$ cat src/rtl/bht_pkg.sv
// Shared types and helpers for the gshare branch history table.
package bht_pkg;

    // Table sweep state: normal operation or flush-clear in progress.
    typedef enum logic {
        IDLE = 1'b0,
        INIT = 1'b1
    } bht_state_e;

    // Widest counter the helpers below support.
    localparam int unsigned CNT_W_MAX = 16;

    // Weakly not-taken reset value: 2^(cnt_w-1) - 1.
    function automatic logic [CNT_W_MAX-1:0] cnt_init(input int unsigned cnt_w);
        return CNT_W_MAX'((32'd1 << (cnt_w - 1)) - 32'd1);
    endfunction

    // Saturating up/down step of a cnt_w-bit counter; never wraps.
    function automatic logic [CNT_W_MAX-1:0] sat_update(input logic [CNT_W_MAX-1:0] cnt,
                                                         input logic                 taken,
                                                         input int unsigned          cnt_w);
        logic [CNT_W_MAX-1:0] v_max;
        v_max = CNT_W_MAX'((32'd1 << cnt_w) - 32'd1);
        if (taken)
            return (cnt == v_max) ? cnt : cnt + 1'b1;
        else
            return (cnt == '0) ? cnt : cnt - 1'b1;
    endfunction

endpackage

$ cat src/rtl/gshare_bht.sv
// gshare predictor: saturating counters indexed by PC ^ speculative global
// history, registered one-cycle prediction, checkpoint-based GHR repair and a
// one-entry-per-cycle flush sweep of the table.
module gshare_bht
    import bht_pkg::*;
#(
    parameter int DEPTH   = 128,
    parameter int G_DEPTH = 4,
    parameter int CNT_W   = 2,
    parameter int PC_LSB  = 2,
    localparam int IDX_W  = $clog2(DEPTH)
) (
    input  logic               clk,
    input  logic               reset,
    input  logic               flush,
    input  logic               pred_req,
    input  logic [31:0]        pred_pc,
    output logic               pred_valid,
    output logic               pred_taken,
    output logic [IDX_W-1:0]   pred_idx,
    output logic [G_DEPTH-1:0] pred_ghr,
    input  logic               upd_en,
    input  logic [IDX_W-1:0]   upd_idx,
    input  logic               upd_taken,
    input  logic               upd_mispredict,
    input  logic [G_DEPTH-1:0] upd_ghr,
    output logic               busy
);

    localparam logic [CNT_W-1:0] CNT_INIT = CNT_W'(cnt_init(CNT_W));
    localparam logic [IDX_W-1:0] LAST_IDX = IDX_W'(DEPTH - 1);

    bht_state_e                    r_state, w_state_next;
    logic [IDX_W-1:0]              r_ptr;
    logic [G_DEPTH-1:0]            r_ghr;
    logic [DEPTH-1:0][CNT_W-1:0]   r_cnt;

    logic                          r_pred_valid;
    logic                          r_pred_taken;
    logic [IDX_W-1:0]              r_pred_idx;
    logic [G_DEPTH-1:0]            r_pred_ghr;

    logic                          w_live;
    logic                          w_recover;
    logic                          w_accept;
    logic                          w_write;
    logic [IDX_W-1:0]              w_idx;
    logic                          w_rd_taken;
    logic [CNT_W-1:0]              w_cnt_next;

    // Flush takes priority over any traffic in the same cycle.
    assign w_live     = (r_state == IDLE) && !flush;
    assign w_recover  = w_live && upd_en && upd_mispredict;
    assign w_accept   = w_live && pred_req && !(upd_en && upd_mispredict);
    assign w_write    = w_live && upd_en;
    assign w_idx      = pred_pc[PC_LSB +: IDX_W] ^ IDX_W'(r_ghr);
    assign w_rd_taken = r_cnt[w_idx][CNT_W-1];
    assign w_cnt_next = CNT_W'(sat_update(CNT_W_MAX'(r_cnt[upd_idx]), upd_taken, CNT_W));

    // FSM state register.
    always_ff @(posedge clk or posedge reset) begin
        if (reset) r_state <= IDLE;
        else       r_state <= w_state_next;
    end

    // FSM next state: flush (re)starts the sweep, last entry ends it.
    always_comb begin
        w_state_next = r_state;
        case (r_state)
            IDLE: if (flush) w_state_next = INIT;
            INIT: if (!flush && r_ptr == LAST_IDX) w_state_next = IDLE;
            default: w_state_next = IDLE;
        endcase
    end

    // Sweep pointer and global history; recovery overrides the speculative shift.
    always_ff @(posedge clk or posedge reset) begin
        if (reset) begin
            r_ptr <= '0;
            r_ghr <= '0;
        end else if (flush) begin
            r_ptr <= '0;
            r_ghr <= '0;
        end else if (r_state == INIT) begin
            r_ptr <= r_ptr + 1'b1;
        end else if (w_recover) begin
            r_ghr <= G_DEPTH'({upd_ghr, upd_taken});
        end else if (w_accept) begin
            r_ghr <= G_DEPTH'({r_ghr, w_rd_taken});
        end
    end

    // Counter array: sweep clear in INIT, saturating training in IDLE.
    always_ff @(posedge clk or posedge reset) begin
        if (reset) begin
            for (int i = 0; i < DEPTH; i++) r_cnt[i] <= CNT_INIT;
        end else if (r_state == INIT) begin
            r_cnt[r_ptr] <= CNT_INIT;
        end else if (w_write) begin
            r_cnt[upd_idx] <= w_cnt_next;
        end
    end

    // Registered prediction; the fields hold their last value when not valid.
    always_ff @(posedge clk or posedge reset) begin
        if (reset) begin
            r_pred_valid <= 1'b0;
            r_pred_taken <= 1'b0;
            r_pred_idx   <= '0;
            r_pred_ghr   <= '0;
        end else begin
            r_pred_valid <= w_accept;
            if (w_accept) begin
                r_pred_taken <= w_rd_taken;
                r_pred_idx   <= w_idx;
                r_pred_ghr   <= r_ghr;
            end
        end
    end

    assign pred_valid = r_pred_valid;
    assign pred_taken = r_pred_taken;
    assign pred_idx   = r_pred_idx;
    assign pred_ghr   = r_pred_ghr;
    assign busy       = (r_state == INIT);

endmodule

$ cat config.mk
export PLATFORM = sky130hd
export DESIGN_NAME = gshare_bht
export DESIGN_NICKNAME = d
export VERILOG_FILES = /design/src/rtl/bht_pkg.sv /design/src/rtl/gshare_bht.sv
export SDC_FILE = /design/constraint.sdc
export NUM_CORES = 1
export LEC_CHECK = 0
export ABC_AREA = 1
export CORE_MARGIN = 5
export CORE_UTILIZATION = 54
export CTS_BUF_LIST = sky130_fd_sc_hd__clkbuf_8
export CTS_CLUSTER_DIAMETER = 200
export DETAILED_ROUTE_END_ITERATION = 10
export PLACE_DENSITY = 0.76
export SYNTH_ARGS = -nofsm -noshare
export SYNTH_HDL_FRONTEND = slang
export SYNTH_SLANG_ARGS = --single-unit
$ cat constraint.sdc
create_clock -name clk -period 21.4 [get_ports clk]
set_input_delay 3.21 -clock clk [delete_from_list [all_inputs] [get_ports clk]]
set_output_delay 3.21 -clock clk [all_outputs]
set_load 0.02 [all_outputs]
# Yosys cells after proc, flatten, opt, wreduce, memory -nomap -nowiden
# Index checks and enable logic that the tools add are counted.
[totals] inputBits=50 wordCells=190 ff_bits=281
[op_classes] bitwise=5 n_lt_le_gt_ge=5 addsub=3 reduce_logical=16 muxes=23 n_eq_ne=3
[op_table] op="two-way mux 256 bit" n=2
[op_table] op="bitwise mux 256 bit" n=1
[op_table] op="bitwise AND 128 bit" n=1
[op_table] op="NOT 128 bit" n=1
[op_table] op="OR 128 bit" n=1
[op_table] op="binary-select mux 2 bit (select 7 bit)" n=2
[op_table] op="demux 2 bit (select 7 bit)" n=2
[op_table] op="less-than comparator 7 x 8 -> 1 bit (second input constant)" n=3
[op_table] op="two-way mux 4 bit" n=4
[op_table] op="greater-or-equal comparator 7 x 1 -> 1 bit (second input constant)" n=2
[op_table] op="two-way mux 2 bit" n=7
[op_table] op="two-way mux 7 bit" n=2
[op_table] op="logical AND 1 bit" n=9
[op_table] op="adder 7 x 1 -> 7 bit (second input constant)" n=1
[op_table] op="equality test 7 bit (second input constant)" n=1
[op_table] op="bitwise XOR 7 x 4 -> 7 bit" n=1
[op_table] op="nonzero test 2 bit" n=2
[op_table] op="nonzero test 3 bit" n=1
[op_table] op="adder 2 x 1 -> 2 bit (second input constant)" n=1
[op_table] op="equality test 2 bit (second input constant)" n=1
[op_table] op="zero test 1 bit" n=2
[op_table] op="zero test 2 bit" n=1
[op_table] op="two-way mux 1 bit" n=2
[op_table] op="!= test 2 bit (second input constant)" n=1
[op_table] op="other kinds (4)" n=4

# Logic depth before layout (Yosys ltp)
[logic_depth] depth_word=8 mapped_depth=21 mapped_depth_nobuf=17

# Worst setup path after synthesis
# Ideal clock, no wire load.
[synth_path] kind="input to register" startpoint="input upd_idx[0]" endpoint="register r_cnt[1] (netlist name)" required_time_ps=21275 t_arrival_ps=4891 path_buffers=5 cell_stages=21 path_slack_ps=16384 setup_ps=125 path_cell_list="buf_6 > buf_6 > buf_4 > nand2_1 > nand2_1 > nand2_1 > nand2_1 > nand2_1 > nand2_1 > nand2_1 > nand2_1 > nor2_1 > nor2_1 > nor2_1 > nand2_1 > nand2_2 > nand2_1 > buf_4 > buf_4 > nand3_1 > a21oi_1"
[synth_between] elab_chain_len=8
[synth_lines] element="from (decl)" line="gshare_bht.sv:23" rtl="input logic [IDX_W-1:0] upd_idx,"
[synth_lines] element="binary-select mux 2 bit (select 7 bit)" line="gshare_bht.sv:58" rtl="assign w_cnt_next = CNT_W'(sat_update(CNT_W_MAX'(r_cnt[upd_idx]), upd_taken, CNT_W));"
[synth_lines] element="two-way mux 2 bit (implied by the code)" line="gshare_bht.sv:58"
[synth_lines] element="subtractor 2 x 1 -> 2 bit, or another cell as far along" line="bht_pkg.sv:27" rtl="return (cnt == '0) ? cnt : cnt - 1'b1;"
[synth_lines] element="two-way mux 2 bit, on equally long branches" line="bht_pkg.sv:27, bht_pkg.sv:25"
[synth_lines] element="two-way mux 2 bit" line="bht_pkg.sv:24" rtl="if (taken)"
[synth_lines] element="bitwise mux 256 bit (*)" line="gshare_bht.sv:100" rtl="r_cnt[upd_idx] <= w_cnt_next;"
[synth_lines] element="two-way mux 256 bit (*)" line="gshare_bht.sv:99" rtl="end else if (w_write) begin"
[synth_lines] element="two-way mux 256 bit (*)" line="gshare_bht.sv:97" rtl="end else if (r_state == INIT) begin"
[synth_lines] element="to (signal, indexed assignment)" line="gshare_bht.sv:100"
[synth_lines] element="to (decl)" line="gshare_bht.sv:36" rtl="logic [DEPTH-1:0][CNT_W-1:0] r_cnt;"
# Every way passes the cells marked *; elsewhere a longest branch is shown, timed or not. The select of a mux whose other input is x is not followed.
# A chain may end at the register's enable or synchronous reset.

# Worst setup path after layout
[layout_path] startpoint="input upd_idx[0]" endpoint="register r_cnt[71] (netlist name)"
# Same word-level chain as after synthesis.

==> flow_summary.yaml <==
detailed_routing:
  vias: 23510
  ant_nets: 0
  route.detailed.drc: 0
  vias_per_cell: 5.760
  routed_wl_um: 73910
  first_pass_iters: 7
  dr.first_iter.drc_count: 3385
  avgRoutedWirePerCell_um: 18.11
logic_synthesis:
  synth.distinct_cells: 32
  synthSimpleGateAreaFrac: 0.4251
  ys_warn_count: 0
  synthCells: 3607
  synth_edf_count: 0
  ys_seq_area_frac: 0.3348
  netlist_area_um2: 21480
  synth_top_area_frac: 0.1783
  yosysMostFrequentCell: "nand2_1"
  synth_common_cells: "nand2_1 (905), nor2_1 (794), inv_1 (380), nand3_1 (304), nor3_1 (214)"
  synthMuxAreaShare: 0
  synth-compound-area-share: 0.1232
  syn_avg_cell_area_um2: 5.955
  yosys.area.top_type: "dfrtp_1"
  synthXorXnorAreaFrac: 0.001223
  synthArstFlopShare: 1.000
  ys_ff_latch: 281
  synth_top_family_by_area: "simple AND/OR/NAND/NOR gates"
  synth_fp_nets: 3658
  synth_fa_ha_area_frac: 0.0005825
  synth.area.top_cells: "dfrtp_1 (18%), nand2_1 (16%), dfstp_2 (16%), nor2_1 (14%), nand3_1 (7.1%)"
  synth_ff_type: "dfrtp_1"
timing:
  finalCritPeriodShare: 0.3822
  fin_crit_ns: 8.178
  relSlewSlack: 0.1357
  setup_viol: 0
  fmax_mhz: 122.3
  worstMarginPinSlew_ns: 1.295
  finalSetupTns_ns: 0
  drv_slew: 0
  fin_hold_ws_ns: 0.4754
  hold_viol: 0
  fin_skew_ns: 0.03276
  rsz0062_at_grt: "no"
critical_path:
  rrSetupSlack_ns: 17.22
  critPathArrivalTime_ns: 8.73
  r2r_end: "r_cnt[118]"
  crit_required_ns: 21.95
  reg2reg_depth: 17
  critPathCaptureType: "flop"
  crit_type: "primary input to flop"
  start_kind: "primary input"
  critPathMaxFanout: 79
  r2r-start: "r_cnt[235]"
layout:
  area_growth_pct: 6.111
  antennaDiodeCount: 0
  fin_nets: 3564
  drive_gt1_frac: 0.07028
grt:
  antenna_found_initial: 0
  grt_pass1_vias: 20620
  grt_max_degree: 230
  grt_pass1_wl_um: 114900
  gr-total-overflow: 0
  grt.total_usage: 0.3266
clock_tree:
  holdBufCountCts: 0
  cts_tree: "yes"
  cts_htree_levels: 2
  clkLatencyLatePin_ns: 0.66
  cts.clk_slew.worst_paths_ns: 0.06
  postCtsSetupRepairBufs: 0
  cts_buffer_depth: 3
  cts_resized: 0
  cts.sinks: 281
  numCtsBuffers: 53
  clockRootBuffer: "clkbuf_8"
min_path:
  holdPathEnd: "pred_ghr[0]"
  hp-class: "flop to flop"
  hold_depth: 2
  min_from: "pred_ghr[0]"
power:
  leakagePower_uw: 0.009178
  irDropWorstVdd_v: 0.00004491
  power_density_nw_per_um2: 52.54
placed_design:
  portBuffers: 37
  dpl.hpwl_um: 42600
  gp_congestion: 0.9614
die:
  ioPinCount: 64
  fp-row-count: 73
  start_util: 0.5431
  die_w_um: 209.4
  dieArea_um2: 43860
  placeableCoreArea_um2: 39550
  die_h_um: 209.4
outcome:
  status: "complete, no violations"
run:
  drv_cap: 0
metrics by stage:
stage | instances | total power (uW) | cell area (um2) | setup WS, ns | util
after floorplan | 3607 | 635.5 | 21480 | 10.65 | -
after global placement | 3983 | 687.6 | 21780 | 12.88 | 0.5508
after detailed placement | 3983 | 688.2 | 21780 | 12.86 | 0.5508
after CTS | 4082 | 1198 | 22790 | 13.54 | 0.5763
after global routing | 4082 | 1234 | 22790 | 13.00 | 0.5763
final | 4082 | 1197 | 22790 | 13.22 | 0.5763
how the worst max path moves through the flow:
stage	startpoint	end	slack, ns	depth (start not counted)
3_5_place_dp	upd_idx[0]	r_cnt[251]	12.86	16
5_1_grt	upd_idx[0]	r_cnt[95]	13.00	16
2_1_floorplan	reset	busy	10.65	1
3_3_place_gp	upd_idx[0]	r_cnt[225]	12.88	18
6_report	upd_idx[0]	r_cnt[71]	13.22	18
4_1_cts	upd_idx[0]	r_cnt[201]	13.54	18
placed cells by master, fill, tap and decap left out, types with 15 or more instances in the layout:
master and n:
clkdlybuf4s50_1 35, nor2_1 794, clkbuf_8 63, dfrtp_1 152, o22ai_1 15, inv_1 412, o21ai_0 182, buf_4 28
dfstp_2 128, nand3_1 303, nor3_1 214, nand2_1 902, o21ai_1 34, o211ai_1 53, a21oi_1 153, a31oi_1 30
sequential cells by signal, summed over array words and instances (netlist names):
name and count:
pred_valid 1, r_ptr 7, busy 1, r_cnt 256
pred_taken 1, pred_ghr 4, r_ghr 4, pred_idx 7
area by class of cell:
cell class	instances	area (um2)
fill	4004	16760
multi-input combinational	2722	11860
sequential	281	7196
inverter	389	1470
clock buffer	63	867.1
tap	525	656.9
timing repair buffer	66	596.8
clock inverter	36	140.1
routing by layer:
layer,global-route usage,wire length (um),vias up
li1,-,-,11340
met5,0,0,-
met4,0.1357,3574,0
met1,0.4474,29260,10640
met2,0.5028,32030,1282
met3,0.07265,9045,247
worst max-delay path, stage by stage:
cell and delay [ns]:
buf_6 0.27, inv_2 0.42, buf_4 0.74, nand3_2 0.99, inv_1 0.44, nand2_1 0.08, nand2_1 0.09, nor2_1 0.05
nand2_1 0.12, nand2_1 0.10, nand4_1 0.11, nand2_1 0.06, nand2_1 0.07, nor2_2 0.06, nand2_4 0.60, buf_4 0.88
nand3_1 0.15, a21oi_1 0.21
cell families (layout without fill, tap and decap cells):
kind of cell | count (synthesis) | after routing
simple gates | 2237 | 2237
buf+inv | 604 | 554
compound gates | 481 | 481
flops | 281 | 281
xor+xnor | 3 | 3
fa+ha+maj | 1 | 1
where the power goes:
part	switching, uW	leakage [uW]	internal (uW)
Combinational	123	0.00507	26.5
Clock	248	0.000638	264
Sequential	1.64	0.00347	534
Total	372	0.00918	825
Power figures use the tool's default switching activity.
